==> config.mk <==
export PLATFORM = sky130hd
export DESIGN_NAME = sprite_compositor
export DESIGN_NICKNAME = d
export VERILOG_FILES = /design/src/rtl/sprite_pkg.sv /design/src/rtl/sprite_channel.sv /design/src/rtl/sprite_compositor.sv
export SDC_FILE = /design/constraint.sdc
export NUM_CORES = 1
export LEC_CHECK = 0
export BUFFER_PORTS_ARGS = -buffer_cell sky130_fd_sc_hd__buf_2
export CAP_MARGIN = 20
export CELL_PAD_IN_SITES_DETAIL_PLACEMENT = 2
export CELL_PAD_IN_SITES_GLOBAL_PLACEMENT = 2
export CORE_MARGIN = 5
export CORE_UTILIZATION = 44
export CTS_CLUSTER_DIAMETER = 100
export CTS_CLUSTER_SIZE = 16
export DETAILED_ROUTE_END_ITERATION = 10
export MAX_ROUTING_LAYER = met4
export PLACE_DENSITY = 0.95
export SKIP_CTS_REPAIR_TIMING = 1
export SLEW_MARGIN = 20
export SYNTH_ARGS = -nofsm -noshare
export SYNTH_HDL_FRONTEND = slang
export SYNTH_SLANG_ARGS = --single-unit
==> constraint.sdc <==
create_clock -name Clk -period 9.8 [get_ports Clk]
set_input_delay 0 -clock Clk [delete_from_list [all_inputs] [get_ports Clk]]
set_output_delay 0 -clock Clk [all_outputs]
set_load 0.02 [all_outputs]
==> src/rtl/sprite_pkg.sv <==
// sprite_pkg: shared types and constants for the sprite compositor.
// Descriptor struct, default geometry, transparent index, ROM base helper.
package sprite_pkg;

   localparam int COORD_W_D  = 11;
   localparam int FRAMES_D   = 4;
   localparam int FRAME_W_D  = $clog2(FRAMES_D);
   localparam int SPR_W_D    = 45;
   localparam int SPR_H_D    = 70;
   localparam int TRANSP_IDX = 63;

   typedef struct packed {
      logic [COORD_W_D-1:0] x;
      logic [COORD_W_D-1:0] y;
      logic                 en;
      logic [FRAME_W_D-1:0] frame;
      logic                 flip;
   } sprite_desc_t;

   // First ROM word of an animation frame.
   function automatic int rom_base(input int frame,
                                   input int w,
                                   input int h);
      return frame * w * h;
   endfunction

endpackage

==> src/rtl/sprite_channel.sv <==
// sprite_channel: one sprite channel. Stage 1 hit test and ROM address,
// stage 2 opaque flag. Ports: pixel in, descriptor, rom_addr/rom_data, opaque.
module sprite_channel
   import sprite_pkg::*;
#(
   parameter int COORD_W = COORD_W_D,
   parameter int COLOR_W = 6,
   parameter int SPR_W   = SPR_W_D,
   parameter int SPR_H   = SPR_H_D,
   parameter int ADDR_W  = 14,
   parameter int TRANSP  = TRANSP_IDX
) (
   input  logic               clk,
   input  logic               rst_n,
   input  logic               pix_valid,
   input  logic [COORD_W-1:0] vga_x,
   input  logic [COORD_W-1:0] vga_y,
   input  sprite_desc_t       desc,
   input  logic [COLOR_W-1:0] rom_data,
   output logic [ADDR_W-1:0]  rom_addr,
   output logic               opaque
);

   localparam int CW = COORD_W + 1;

   logic [CW-1:0]      vx, vy, sx, sy;
   logic [COORD_W-1:0] lx, ly;
   logic [ADDR_W-1:0]  lxa, base, addr_n;
   logic               hit, hit_d;

   // One extra bit keeps x+SPR_W from wrapping near the screen edge.
   always_comb begin
      vx  = {1'b0, vga_x};
      vy  = {1'b0, vga_y};
      sx  = {1'b0, desc.x};
      sy  = {1'b0, desc.y};
      hit = desc.en
         && vx >= sx && vx < sx + CW'(SPR_W)
         && vy >= sy && vy < sy + CW'(SPR_H);
      lx  = vga_x - desc.x;
      ly  = vga_y - desc.y;
      lxa = ADDR_W'(lx);
      if (desc.flip)
         lxa = ADDR_W'(SPR_W - 1) - lxa;
      base = ADDR_W'(rom_base(int'(desc.frame), SPR_W, SPR_H));
      addr_n = '0;
      if (hit)
         addr_n = base + ADDR_W'(ly) * ADDR_W'(SPR_W) + lxa;
   end

   always_ff @(posedge clk or negedge rst_n) begin
      if (!rst_n) begin
         rom_addr <= '0;
         hit_d    <= 1'b0;
      end else begin
         hit_d <= pix_valid && hit;
         if (pix_valid)
            rom_addr <= addr_n;
      end
   end

   assign opaque = hit_d && (rom_data != COLOR_W'(TRANSP));

endmodule

==> src/rtl/sprite_compositor.sv <==
// sprite_compositor: double-buffered sprite table, per-channel ROM fetch,
// lowest-index-wins priority over bg_color. Optional SPRITE_COLLISION_EN.
module sprite_compositor
   import sprite_pkg::*;
#(
   parameter int NUM_SPRITES = 4,
   parameter int COORD_W     = COORD_W_D,
   parameter int COLOR_W     = 6,
   parameter int SPR_W       = SPR_W_D,
   parameter int SPR_H       = SPR_H_D,
   parameter int FRAMES      = FRAMES_D,
   parameter int ADDR_W      = 14,
   parameter int TRANSP      = TRANSP_IDX
) (
   input  logic                           Clk,
   input  logic                           Reset_n,
   input  logic                           frame_start,
   input  logic                           cfg_valid,
   output logic                           cfg_ready,
   input  logic [$clog2(NUM_SPRITES)-1:0] cfg_idx,
   input  logic [COORD_W-1:0]             cfg_x,
   input  logic [COORD_W-1:0]             cfg_y,
   input  logic                           cfg_enable,
   input  logic [$clog2(FRAMES)-1:0]      cfg_frame,
   input  logic                           cfg_flip,
   input  logic                           pix_valid,
   input  logic [COORD_W-1:0]             vga_x,
   input  logic [COORD_W-1:0]             vga_y,
   input  logic [COLOR_W-1:0]             bg_color,
   output logic [NUM_SPRITES*ADDR_W-1:0]  rom_addr,
   input  logic [NUM_SPRITES*COLOR_W-1:0] rom_data,
   output logic                           out_valid,
   output logic [COLOR_W-1:0]             out_color,
   output logic                           out_draw,
   output logic [$clog2(NUM_SPRITES)-1:0] out_id
`ifdef SPRITE_COLLISION_EN
   ,
   output logic [NUM_SPRITES-1:0]         coll_flags
`endif
);

   localparam int IDX_W = $clog2(NUM_SPRITES);

   sprite_desc_t           shadow [NUM_SPRITES];
   sprite_desc_t           active [NUM_SPRITES];
   logic [NUM_SPRITES-1:0] opaque;
   logic                   v1, wr, found;
   logic [COLOR_W-1:0]     bg1;
   logic [IDX_W-1:0]       win;

   assign cfg_ready = !frame_start;
   assign wr        = cfg_valid && cfg_ready;

   always_ff @(posedge Clk or negedge Reset_n) begin
      if (!Reset_n) begin
         for (int i = 0; i < NUM_SPRITES; i++) begin
            shadow[i] <= '0;
            active[i] <= '0;
         end
      end else begin
         if (frame_start)
            for (int i = 0; i < NUM_SPRITES; i++)
               active[i] <= shadow[i];
         if (wr)
            shadow[cfg_idx] <= '{x: cfg_x, y: cfg_y,
                                 en: cfg_enable,
                                 frame: cfg_frame,
                                 flip: cfg_flip};
      end
   end

   for (genvar i = 0; i < NUM_SPRITES; i++) begin : g_ch
      sprite_channel #(
         .COORD_W(COORD_W), .COLOR_W(COLOR_W),
         .SPR_W(SPR_W), .SPR_H(SPR_H),
         .ADDR_W(ADDR_W), .TRANSP(TRANSP)
      ) u_ch (
         .clk(Clk),
         .rst_n(Reset_n),
         .pix_valid(pix_valid),
         .vga_x(vga_x),
         .vga_y(vga_y),
         .desc(active[i]),
         .rom_data(rom_data[i*COLOR_W +: COLOR_W]),
         .rom_addr(rom_addr[i*ADDR_W +: ADDR_W]),
         .opaque(opaque[i])
      );
   end

   // Scan from the top so the lowest opaque index is left in win.
   always_comb begin
      win   = '0;
      found = 1'b0;
      for (int i = NUM_SPRITES - 1; i >= 0; i--)
         if (opaque[i]) begin
            win   = IDX_W'(i);
            found = 1'b1;
         end
   end

   always_ff @(posedge Clk or negedge Reset_n) begin
      if (!Reset_n) begin
         v1        <= 1'b0;
         bg1       <= '0;
         out_valid <= 1'b0;
         out_color <= '0;
         out_draw  <= 1'b0;
         out_id    <= '0;
      end else begin
         v1        <= pix_valid;
         out_valid <= v1;
         if (pix_valid)
            bg1 <= bg_color;
         if (v1) begin
            out_draw  <= found;
            out_id    <= win;
            out_color <= found ? rom_data[win*COLOR_W +: COLOR_W] : bg1;
         end
      end
   end

`ifdef SPRITE_COLLISION_EN
   logic                   fs_d;
   logic [NUM_SPRITES-1:0] coll_set;

   always_comb begin
      coll_set = '0;
      for (int i = 1; i < NUM_SPRITES; i++)
         coll_set[i] = v1 && opaque[0] && opaque[i];
   end

   // A set landing on the clear cycle wins over the clear.
   always_ff @(posedge Clk or negedge Reset_n) begin
      if (!Reset_n) begin
         fs_d       <= 1'b0;
         coll_flags <= '0;
      end else begin
         fs_d       <= frame_start;
         coll_flags <= (fs_d ? '0 : coll_flags) | coll_set;
      end
   end
`endif

endmodule

==> impl_results.md, run 1 <==
- Outcome: finished, final reports clean
- FF+latch area: slightly above 7000 um^2
- Detail-routed via count per cell: ~6.4
- Worst min-delay path class: in2async
- Avg Cell Area, Syn: 9.726 um^2
- RePlAce Congestion: a little over 0.9
- Fin crit share: 76.17%
- R2R setup slack: between 2 and 2.5 ns
- Area leader, netlist: dfrtp_1
- Die height: 250.7 um
- Crit path launch type: register
- Relative slew slack: roughly a fifth
- Accumulated negative setup slack: 0 ns
- Syn. warnings: 0
- Post-Route Skew: 0.04731 ns
- CTS tree: yes
- Routed WL: between 100 and 150 mm
- Async S/R FF share, synth: 100.0%
- Kind of critical path: reg2reg
- H-tree depth: 1
- Prevailing post-synth register cell: dfrtp_1
- Tmin final: roughly 7.5 ns
- CTS buffer count: 23
- Vias in the first global route: between 20k and 30k
- First-pass DRT Iterations: 5
- Layout fillers: a little under 6k
- Worst setup path end: g_ch[0].u_ch.rom_addr[13]$_DFFE_PN0P_
- Vias after detailed routing: about 23k
- Setup crit end kind: register
- Share of cells above drive strength 1: between 10 and 15%
- First-pass GRT wire length: about 170 mm
- Max-capacitance violation count: 0
- Residual DRC: 0
- Register area share after synthesis: ~28%
- Largest net degree at the start of global routing: roughly 180
- Reg2reg path depth: 23
- Worst reg2reg endpoint: g_ch[0].u_ch.rom_addr[13]$_DFFE_PN0P_
- Reg-to-Reg Start: active[83]$_DFFE_PN0P_
- CP Max Fanout: 4
- DIE WIDTH: between 200 and 300 um
- Clock buffer depth: 3
- Crit path arrival time: 7.94 ns
- Nets@finish: between 3k and 4k
- WL/cell: 33.32 um
- 1st-iter DRT viols: approximately 1.8k
- Final Max Slew Viols: 0
- Clock root cell: clkbuf_16
- I/O Pins: 152
- Crit-path slowest cell: o41ai_1
- Layout area overhead: 10.85%
- Netlist area before placement: 25500 um^2
- Starting Density: between 40% and 50%
- Yosys reg bits: 285
- CP peak stage delay: approximately 0.65 ns
- I/O Buffers: ~150
- Synth area leaders: dfrtp_1 (28%), ha_1 (16%), fa_1 (13%)
- Die area: approximately 63000 um^2
- Setup violators final: 0
- Clk Latency, worst-skew pair: about 0.61 ns
- FMAX: roughly 130 MHz
- Site Rows: 88
- Overflow after GRT: 0
- Area of the multi-input gates: between 15000 and 20000 um^2
- Yosys cell types: 67
- Final Hold Fails: 0
- RSZ-0062 raised after global routing: no
- Post-synth EDFFs: 0
- CTS clk-pin slew, worst paths: 0.09 ns
- Synth Instances: between 2k and 3k
- Post-DP HPWL: ~77 mm
- Worst setup path start: active[83]$_DFFE_PN0P_
- # clock sinks: around 290
- CP required: between 10 and 15 ns
- Critical Path, Cell by Cell: inv_1 -> ha_1 -> nor2b_1 -> o211ai_1 -> a21boi_0 -> o21ai_0 -> a21boi_0 -> nor2_1 -> xnor2_1 -> ha_1 -> fa_1 -> inv_1 -> fa_1 -> fa_1 -> inv_1 -> ha_1 -> o41ai_1 -> o21ai_0 -> a21o_1 -> a21oi_1 -> xnor2_1 -> xnor2_1 -> a22o_1
- GR Util All Layers: between 30% and 40%
- Share of the synthesized area in the top cell type: ~28%
- Initial antenna violation count: 5
- Worst-margin pin slew: 1.184 ns
- Core Area: around 58000 um^2
- Antenna Nets Post-Route: 0
-- cell usage after synthesis (all sizes together) (38+ instances only) --
master,instances
a21o,38
o21ai,186
fa,160
nand2,185
xor2,69
a21oi,111
clkbuf,49
a22o,42
nor2,95
dfrtp,285
xnor2,172
ha,332
mux2,130
inv,420
-- how the worst min path moves through the flow --
stage / slack [ns] / endpoint / from / depth (start not counted)
detailed placement: 0.13 / g_ch[3].u_ch.rom_addr[13]$_DFFE_PN0P_ / Reset_n / 1
global route: 0.06 / out_color[0]$_DFFE_PN0P_ / rom_data[0] / 5
CTS: -0.48 / g_ch[3].u_ch.rom_addr[9]$_DFFE_PN0P_ / Reset_n / 1
finish: 0.003 / g_ch[3].u_ch.rom_addr[13]$_DFFE_PN0P_ / Reset_n / 2
global placement: 0.11 / g_ch[3].u_ch.rom_addr[13]$_DFFE_PN0P_ / Reset_n / 1
floorplan: -0.30 / active[0]$_DFFE_PN0P_ / Reset_n / 0
-- registers in the layout, summed over array words and instances, names as in the netlist --
| signal | flops |
|---|---|
| active | 104 |
| shadow | 104 |
| g_ch.u_ch.rom_addr | 56 |
| bg1 | 6 |
| out_color | 6 |
| g_ch.u_ch.hit_d | 4 |
| out_id | 2 |
| out_draw | 1 |
| out_valid | 1 |
| v1 | 1 |
-- through the flow --
| stage | setup WS, ns | hold WS [ns] | std cells | area [um^2] | util (%) |
|---|---|---|---|---|---|
| 2_1_floorplan | 4.131 | -0.2956 | 2625 | 25510 | - |
| 3_3_place_gp | 3.668 | 0.1070 | 3492 | 27130 | 47.11 |
| 3_5_place_dp | 2.918 | 0.1257 | 3492 | 27130 | 47.11 |
| 4_1_cts | 2.630 | -0.4815 | 3524 | 27810 | 48.29 |
| 5_1_grt | 2.223 | 0.06306 | 3572 | 28270 | 49.09 |
| 6_report | 2.335 | 0.003145 | 3573 | 28270 | 49.09 |
-- worst max-delay path, delay by kind of cell, from the launching register on --
family	cells	cell delay, ns
xor gates and xnor gates	3	0.54
DFF	1	0.46
and+or+nand+nor	2	0.39
adders and majority gates	6	2.77
AOI/OAI and AO/OA	9	2.87
buffers and inverters	3	0.32
-- per-layer routing --
layer  part of all wire, %  vias to the layer above  global-route usage, %
li1                      -                     9139                      -
met1                    37                    11760                  40.04
met2                    50                     1254                  62.50
met3                   5.7                      561                  5.287
met4                   7.6                        0                  20.38
met5                     0                        -                      -
-- cells in the final DEF, fill, tap and decap left out, types with 9 or more instances in the layout --
| cell | instances |
|---|---|
| xor2_1 | 69 |
| a22o_1 | 42 |
| nor4_1 | 11 |
| nor2_1 | 95 |
| nand4_1 | 22 |
| nor2b_1 | 23 |
| or2_2 | 13 |
| xnor2_1 | 171 |
| mux2i_1 | 14 |
| o31a_1 | 10 |
| mux2_2 | 130 |
| a211oi_1 | 11 |
| o21a_1 | 30 |
| o21ai_0 | 182 |
| nor3_1 | 36 |
| o2111ai_1 | 9 |
| clkbuf_16 | 23 |
| fa_1 | 160 |
| o2bb2ai_1 | 14 |
| o21bai_1 | 17 |
| nand2b_1 | 14 |
| nand2_1 | 185 |
| nand3_1 | 26 |
| ha_1 | 332 |
| o211ai_1 | 14 |
| a21o_1 | 38 |
| a21oi_1 | 111 |
| buf_2 | 149 |
| dlygate4sd3_1 | 39 |
| inv_1 | 419 |
| dfrtp_1 | 285 |
-- final cells by class --
class,count,area share [%]
Clock inverter,6,0.2700
Timing Repair Buffer,199,4.497
Multi-Input combinational cell,1864,58.82
Inverter,420,5.581
Antenna cell,8,0.07082
Sequential cell,285,25.23
Tap cell,765,3.386
Clock buffer,26,2.147
-- logic make-up (layout without fill, tap and decap cells) --
group,count (synthesis),after routing,synth area share (%)
and+or+nand+nor,445,445,7.954
xor gates and xnor gates,241,241,8.307
DFF,285,285,27.97
adders and majority gates,492,492,28.85
other,1,12,0.01471
AOI/OAI and AO/OA,538,538,13.60
buffers and inverters,476,651,7.016
muxes,144,144,6.290
Power of run 1 is not shown: default switching activity piles up to over one toggle a cycle in this logic, so the estimate is an artifact.
==> run 2: changes to the inputs <==
- CORE_UTILIZATION: 44 -> 41
- PLACE_DENSITY: 0.95 -> 0.9
- clock period: 9.8 -> 7.15 ns (I/O delays scaled with it)
==> run 2 against run 1 <==
  * The flow now finishes with violations (negative hold slack)
  * Utilization decreased by 3.2 points
  * Non-clock buffer count decreased by 2
  * Maximum frequency increased by 16%
  * Worst hold slack got worse by 0.045 ns
  * Register-to-register slack got worse by 1.6 ns
  * Critical endpoint is now g_ch[1].u_ch.rom_addr[13]$_DFFE_PN0P_
==> impl_results.md, run 2 (synthesized netlist as in run 1, its figures left out) <==
- Die area: 67280 um^2 (+7.0%)
- Vias after detailed routing: 20.59k (-9.4%)
- 1st-iter DRT viols: 1007 (-44%)
- Share of cells above drive strength 1: 12.50% (+0.031 points)
- WL/cell: 25.60 um (-23%)
- Crit-path slowest cell: fa_1
- CTS buffer count: 24 (+4.3%)
- CP peak stage delay: 0.56 ns (-0.09 ns)
- Antenna Nets Post-Route: 0 (unchanged)
- GR Util All Layers: 27.15% (-9.0 points)
- CTS tree: yes
- Max-capacitance violation count: 0 (unchanged)
- Layout fillers: 6565 (+11%)
- I/O Pins: 152 (unchanged)
- Site Rows: 91 (+3.4%)
- Overflow after GRT: 0 (unchanged)
- Vias in the first global route: 24.02k (-8.9%)
- Final Hold Fails: 32 (+32)
- N_diodes: 0 (-8)
- I/O Buffers: 151 (unchanged)
- CTS clk-pin slew, worst paths: 0.08 ns (about the same)
- Setup violators final: 0 (unchanged)
- Kind of critical path: reg2reg
- Final Max Slew Viols: 0 (unchanged)
- Die height: 259.4 um (+3.4%)
- Worst-margin pin slew: 1.254 ns (+0.06953 ns)
- H-tree depth: 1 (unchanged)
- Starting Density: 41.32% (-3.0 points)
- Largest net degree at the start of global routing: 162 (-11%)
- First-pass GRT wire length: 139.9 mm (-18%)
- Core Area: 61710 um^2 (+7.2%)
- Most common cell after layout, fill and taps aside: inv_1
- Residual DRC: 0 (unchanged)
- Relative slew slack: 14.24% (-6.8 points)
- Nets@finish: 3369 (-0.030%)
- Post-route cell area: 28330 um^2 (+0.21%)
- FMAX: 155.1 MHz (+16%)
- Fin crit share: 90.19% (+14 points)
- First-pass DRT Iterations: 5 (unchanged)
- Critical Path, Cell by Cell: inv_1 -> ha_1 -> nor2b_1 -> o31a_1 -> o21ai_1 -> a21boi_0 -> o21a_1 -> nor2_1 -> xnor2_1 -> ha_1 -> fa_1 -> inv_1 -> fa_1 -> fa_1 -> inv_1 -> ha_1 -> a21o_1 -> a31o_2 -> a21oi_1 -> nor2b_1 -> o21a_1 -> o41a_1 -> xnor2_1 -> a22o_1
- Layout area overhead: 11.09%
- Routed WL: 93.15 mm (-22%)
- Placed Cells: 3565 (+2.1%)
- Post-Route Skew: 0.01347 ns (-0.03384 ns)
- CP Max Fanout: 4 (unchanged)
- Crit path arrival time: 6.92 ns (-1.02 ns)
- Failing checks: negative hold slack
- Clock buffer depth: 3 (unchanged)
- Detail-routed via count per cell: 5.659 (-11%)
- Largest regs: active: 104 flops, shadow: 104 flops, g_ch.u_ch.rom_addr: 56 flops
- Post-DP HPWL: 70.26 mm (-8.6%)
- Crit path buf inv count: 3 (unchanged)
- Most frequent cells in the layout: inv_1 (419), ha_1 (332), dfrtp_1 (285)
- RSZ-0062 raised after global routing: no
- CP top delay family: adder cells
- Setup crit end kind: register
- Final Non-Filler Cells: 3638 (+1.8%)
- Placed inst area: 27220 um^2 (+0.36%)
- Outcome: complete, but fails checks
- DIE WIDTH: 259.4 um (+3.4%)
- Worst hold margin: -0.04151 ns (-0.04465 ns)
- RePlAce Congestion: 0.9036 (-0.40%)
- Clock root cell: clkbuf_16
- # clock sinks: 285 (unchanged)
- Tmin final: 6.448 ns (-1.016 ns)
- Clk Latency, worst-skew pair: 0.59 ns (-0.02 ns)
- Worst min-delay path class: in2async
- Initial antenna violation count: 1 (-4)
- CP required: 7.62 ns (-2.66 ns)
- Crit path launch type: register
- Accumulated negative setup slack: 0 ns (unchanged)
==> run 2: cell count changes in the layout (fill, tap and decap cells not counted), sizes merged <==
cell	change
buf	-1
clkinvlp	+1
dlygate4sd3	-1
clkbuf	+1
inv	+1
diode	-8
==> run 2: metrics by stage <==
stage          utilization (%)  setup WS [ns]
2_1_floorplan                -          1.481
3_3_place_gp             44.11          1.000
3_5_place_dp             44.11         0.7490
4_1_cts                  45.29         0.7057
5_1_grt                  45.90         0.3151
6_report                 45.90         0.7015
==> run 2: routing by layer <==
| metal | track usage, % | vias to the layer above | part of all wire, % |
|---|---|---|---|
| met2 | 47.28 | 462 | 51 |
| met1 | 33.16 | 10820 | 43 |
| met5 | - | - | 0 |
| li1 | - | 9117 | - |
| met3 | 3.103 | 187 | 3.3 |
| met4 | 8.689 | 0 | 3.5 |
==> run 2: final timing paths <==
check | startpoint | endpoint | slack (ns) | depth (start not counted)
worst min-delay path | Reset_n | g_ch[3].u_ch.rom_addr[13]$_DFFE_PN0P_ | -0.04 | 2
worst max register to register | active[57]$_DFFE_PN0P_ | g_ch[1].u_ch.rom_addr[13]$_DFFE_PN0P_ | 0.70 | 24
worst min register to register | shadow[72]$_DFFE_PN0P_ | active[72]$_DFFE_PN0P_ | 0.48 | 2
worst max-delay path | active[57]$_DFFE_PN0P_ | g_ch[1].u_ch.rom_addr[13]$_DFFE_PN0P_ | 0.70 | 24
max in group asynchronous | Reset_n | g_ch[0].u_ch.rom_addr[12]$_DFFE_PN0P_ | 5.82 | 3
min in group Clk | rom_data[12] | out_color[0]$_DFFE_PN0P_ | 0.05 | 5
==> run 2: cell type report <==
type / instances / area [um^2] / area share (%)
multi-input cells: 1864 / 16630 / 58.69
flip-flops and latches: 285 / 7132 / 25.18
inverters: 420 / 1578 / 5.570
repair buffers: 197 / 1221 / 4.311
well taps: 837 / 1047 / 3.697
clock buffers: 27 / 633.1 / 2.235
clock inverters: 8 / 90.09 / 0.3180
Power of run 2 is left out for the same reason.
==> run 3: changes to the inputs <==
- ABC_AREA: unset -> 1
- CORE_UTILIZATION: 41 -> 38
- PLACE_DENSITY: 0.9 -> 0.91
==> run 3 against run 2 <==
  * The run still ends with negative hold slack left
  * Non-clock buffer count rose by 22
  * Cell count increased by 29%
  * Worst hold slack better by 0.032 ns
  * Critical path depth unchanged
  * Utilization decreased by 3.2 points
  * Area after synthesis is 6.4% higher
  * Die area up 14%
  * Clock skew up 0.018 ns
  * First-iteration DRC count rose by 61%
==> impl_results.md, run 3 <==
- CTS buffer count: 26 (+8.3%)
- Outcome: complete, but fails checks
- Vias after detailed routing: 26.40k (+28%)
- Setup violators final: 0 (unchanged)
- Detail-routed via count per cell: 5.629 (-0.53%)
- Post-Route Skew: 0.03148 ns (+0.01801 ns)
- Worst min-delay path class: in2reg
- CP top delay family: adder cells
- Final Util: 42.70% (-3.2 points)
- CP Max Fanout: 5 (+1)
- Largest regs: active: 104 flops, shadow: 104 flops, g_ch.u_ch.rom_addr: 56 flops
- Routed WL: 126.3 mm (+36%)
- Overflow after GRT: 0 (unchanged)
- RePlAce Congestion: 0.8787 (-2.8%)
- Netlist area before placement: 27140 um^2 (+6.4%)
- Synth area leaders: dfrtp_1 (26%), ha_1 (15%), nand2_1 (12%)
- Placed Cells: 4590 (+29%)
- Vias in the first global route: 30.44k (+27%)
- Crit path launch type: register
- Crit-path slowest cell: fa_1
- Final Non-Filler Cells: 4691 (+29%)
- Most frequent cells in the layout: nand2_1 (903), inv_1 (656), ha_1 (332)
- Yosys cell types: 49 (-27%)
- Share of cells above drive strength 1: 6.956% (-5.5 points)
- Die area: 76850 um^2 (+14%)
- Final Hold Fails: 2 (-94%)
- DIE WIDTH: 277.2 um (+6.9%)
- Async S/R FF share, synth: 100.0% (unchanged)
- Setup crit end kind: register
- Most common cell after layout, fill and taps aside: nand2_1
- R2R setup slack: 0.80 ns (+0.10 ns)
- Top cells by count, synth: nand2_1 (903), inv_1 (657), ha_1 (332)
- Antenna Nets Post-Route: 0 (unchanged)
- Area leader, netlist: dfrtp_1
- Hold path cells: 3
- Worst-margin pin slew: 1.085 ns (-0.1691 ns)
- Clock buffer depth: 3 (unchanged)
- H-tree depth: 1 (unchanged)
- Reg-to-Reg Start: active[84]$_DFFE_PN0P_
- Core Area: 71120 um^2 (+15%)
- First-pass GRT wire length: 181.3 mm (+30%)
- CP peak stage delay: 0.62 ns (+0.06 ns)
- Reg2reg path depth: 24 (unchanged)
- Clk Latency, worst-skew pair: 0.61 ns (+0.02 ns)
- CP required: 7.64 ns (+0.02 ns)
- Hold Path Sink: shadow[8]$_DFFE_PN0P_
- Tmin final: 6.351 ns (-0.09741 ns)
- Synth Instances: 3539 (+35%)
- Avg Cell Area, Syn: 7.668 um^2 (-21%)
- CTS tree: yes
- Clock root cell: clkbuf_16
- CTS clk-pin slew, worst paths: 0.08 ns (about the same)
- Worst reg2reg endpoint: g_ch[0].u_ch.rom_addr[13]$_DFFE_PN0P_
- Residual DRC: 0 (unchanged)
- Final Max Slew Viols: 0 (unchanged)
- First-pass DRT Iterations: 5 (unchanged)
- Count leader, synth: nand2_1
- Fin crit share: 88.83% (-1.4 points)
- GR Util All Layers: 30.85% (+3.7 points)
- Hold path start: cfg_y[4]
- Failing checks: negative hold slack
- Nets@finish: 4304 (+28%)
- Initial antenna violation count: 7 (+6)
- WL/cell: 26.92 um (+5.1%)
- Share of the synthesized area in the top cell type: 26.28% (-1.7 points)
- Register area share after synthesis: 26.28% (-1.7 points)
- Post-DP HPWL: 87.78 mm (+25%)
- I/O Pins: 152 (unchanged)
- Starting Density: 38.16% (-3.2 points)
- RSZ-0062 raised after global routing: no
- Crit path buf inv count: 6 (+3)
- # clock sinks: 285 (unchanged)
- Syn. warnings: 0 (unchanged)
- Accumulated negative setup slack: 0 ns (unchanged)
- Worst hold margin: -0.009106 ns (+0.03240 ns)
- Die height: 277.2 um (+6.9%)
- 1st-iter DRT viols: 1619 (+61%)
- Kind of critical path: reg2reg
- FMAX: 157.5 MHz (+1.5%)
- Layout fillers: 8112 (+24%)
- Prevailing post-synth register cell: dfrtp_1
- Site Rows: 98 (+7.7%)
- Crit path top cell by count: inv_1
- Largest net degree at the start of global routing: 158 (-2.5%)
- Yosys reg bits: 285 (unchanged)
- I/O Buffers: 151 (unchanged)
- Critical Path, Cell by Cell: inv_1 -> ha_1 -> a21oi_1 -> nand2_1 -> a21oi_1 -> o311ai_0 -> xnor2_1 -> inv_1 -> ha_1 -> inv_1 -> fa_1 -> fa_1 -> fa_1 -> inv_1 -> ha_1 -> inv_1 -> nor3_1 -> nand2_1 -> o311ai_0 -> a31oi_1 -> inv_1 -> nand3_1 -> nand3_1 -> nand2_1
- Layout area overhead: 11.90%
- Max-capacitance violation count: 0 (unchanged)
- Crit path arrival time: 6.84 ns (-0.08 ns)
- Relative slew slack: 27.67% (+13 points)
- Post-synth EDFFs: 0 (unchanged)
run 3: final cells by class:
cell class | instances | area (um^2) | area share [%]
inverters | 667 | 2504 | 8.245
diodes | 3 | 7.507 | 0.02472
clock inverters | 9 | 121.4 | 0.3997
flip-flops and latches | 285 | 7132 | 23.49
clock buffers | 30 | 706.9 | 2.328
repair buffers | 219 | 1460 | 4.809
multi-input cells | 2528 | 17250 | 56.79
well taps | 950 | 1189 | 3.914
run 3: worst register-to-register path, delay by kind of cell (launching register included):
kind | cells | cell delay (ns)
flip-flops | 1 | 0.38
adder cells (fa/ha/maj) | 6 | 2.73
AND/OR/NAND/NOR | 6 | 1.03
AO/OA/AOI/OAI | 5 | 1.21
XOR/XNOR | 1 | 0.31
buffers and inverters | 6 | 0.58
run 3: how the worst max path moves through the flow:
stage / endpoint / startpoint / depth (start not counted) / slack, ns
global placement: g_ch[2].u_ch.rom_addr[11]$_DFFE_PN0P_ / vga_x[0] / 27 / 1.50
detailed placement: g_ch[3].u_ch.rom_addr[12]$_DFFE_PN0P_ / vga_x[0] / 31 / 1.06
global route: g_ch[0].u_ch.rom_addr[13]$_DFFE_PN0P_ / active[84]$_DFFE_PN0P_ / 24 / 0.56
finish: g_ch[0].u_ch.rom_addr[13]$_DFFE_PN0P_ / active[84]$_DFFE_PN0P_ / 24 / 0.80
floorplan: g_ch[2].u_ch.rom_addr[11]$_DFFE_PN0P_ / active[41]$_DFFE_PN0P_ / 25 / 2.15
CTS: g_ch[0].u_ch.rom_addr[13]$_DFFE_PN0P_ / active[84]$_DFFE_PN0P_ / 24 / 1.11
run 3: layer usage:
metal	GRT usage, %	share of wire (%)	up-vias
met1	33.91	38	13530
li1	-	-	11520
met5	-	0	-
met2	55.10	51	929
met4	15.53	6.2	0
met3	3.777	4.7	425
run 3: kinds of logic after synthesis:
logic type,Yosys count,synth area share (%)
compound gates,491,9.563
xor+xnor,166,5.385
fa+ha+maj,492,27.11
buf+inv,729,10.23
flops,285,26.28
other cells,1,0.01382
simple gates,1375,21.42
run 3: per-stage QoR:
stage          hold WS [ns]  cell area, um^2  worst slack (ns)
6_report          -0.009106            30370            0.7989
5_1_grt           -0.001723            30360            0.5561
4_1_cts             -0.6493            29750             1.110
3_5_place_dp      -0.004490            28920             1.057
3_3_place_gp       -0.01742            28920             1.502
2_1_floorplan       -0.2956            27150             2.148
Power of run 3 is left out for the same reason.
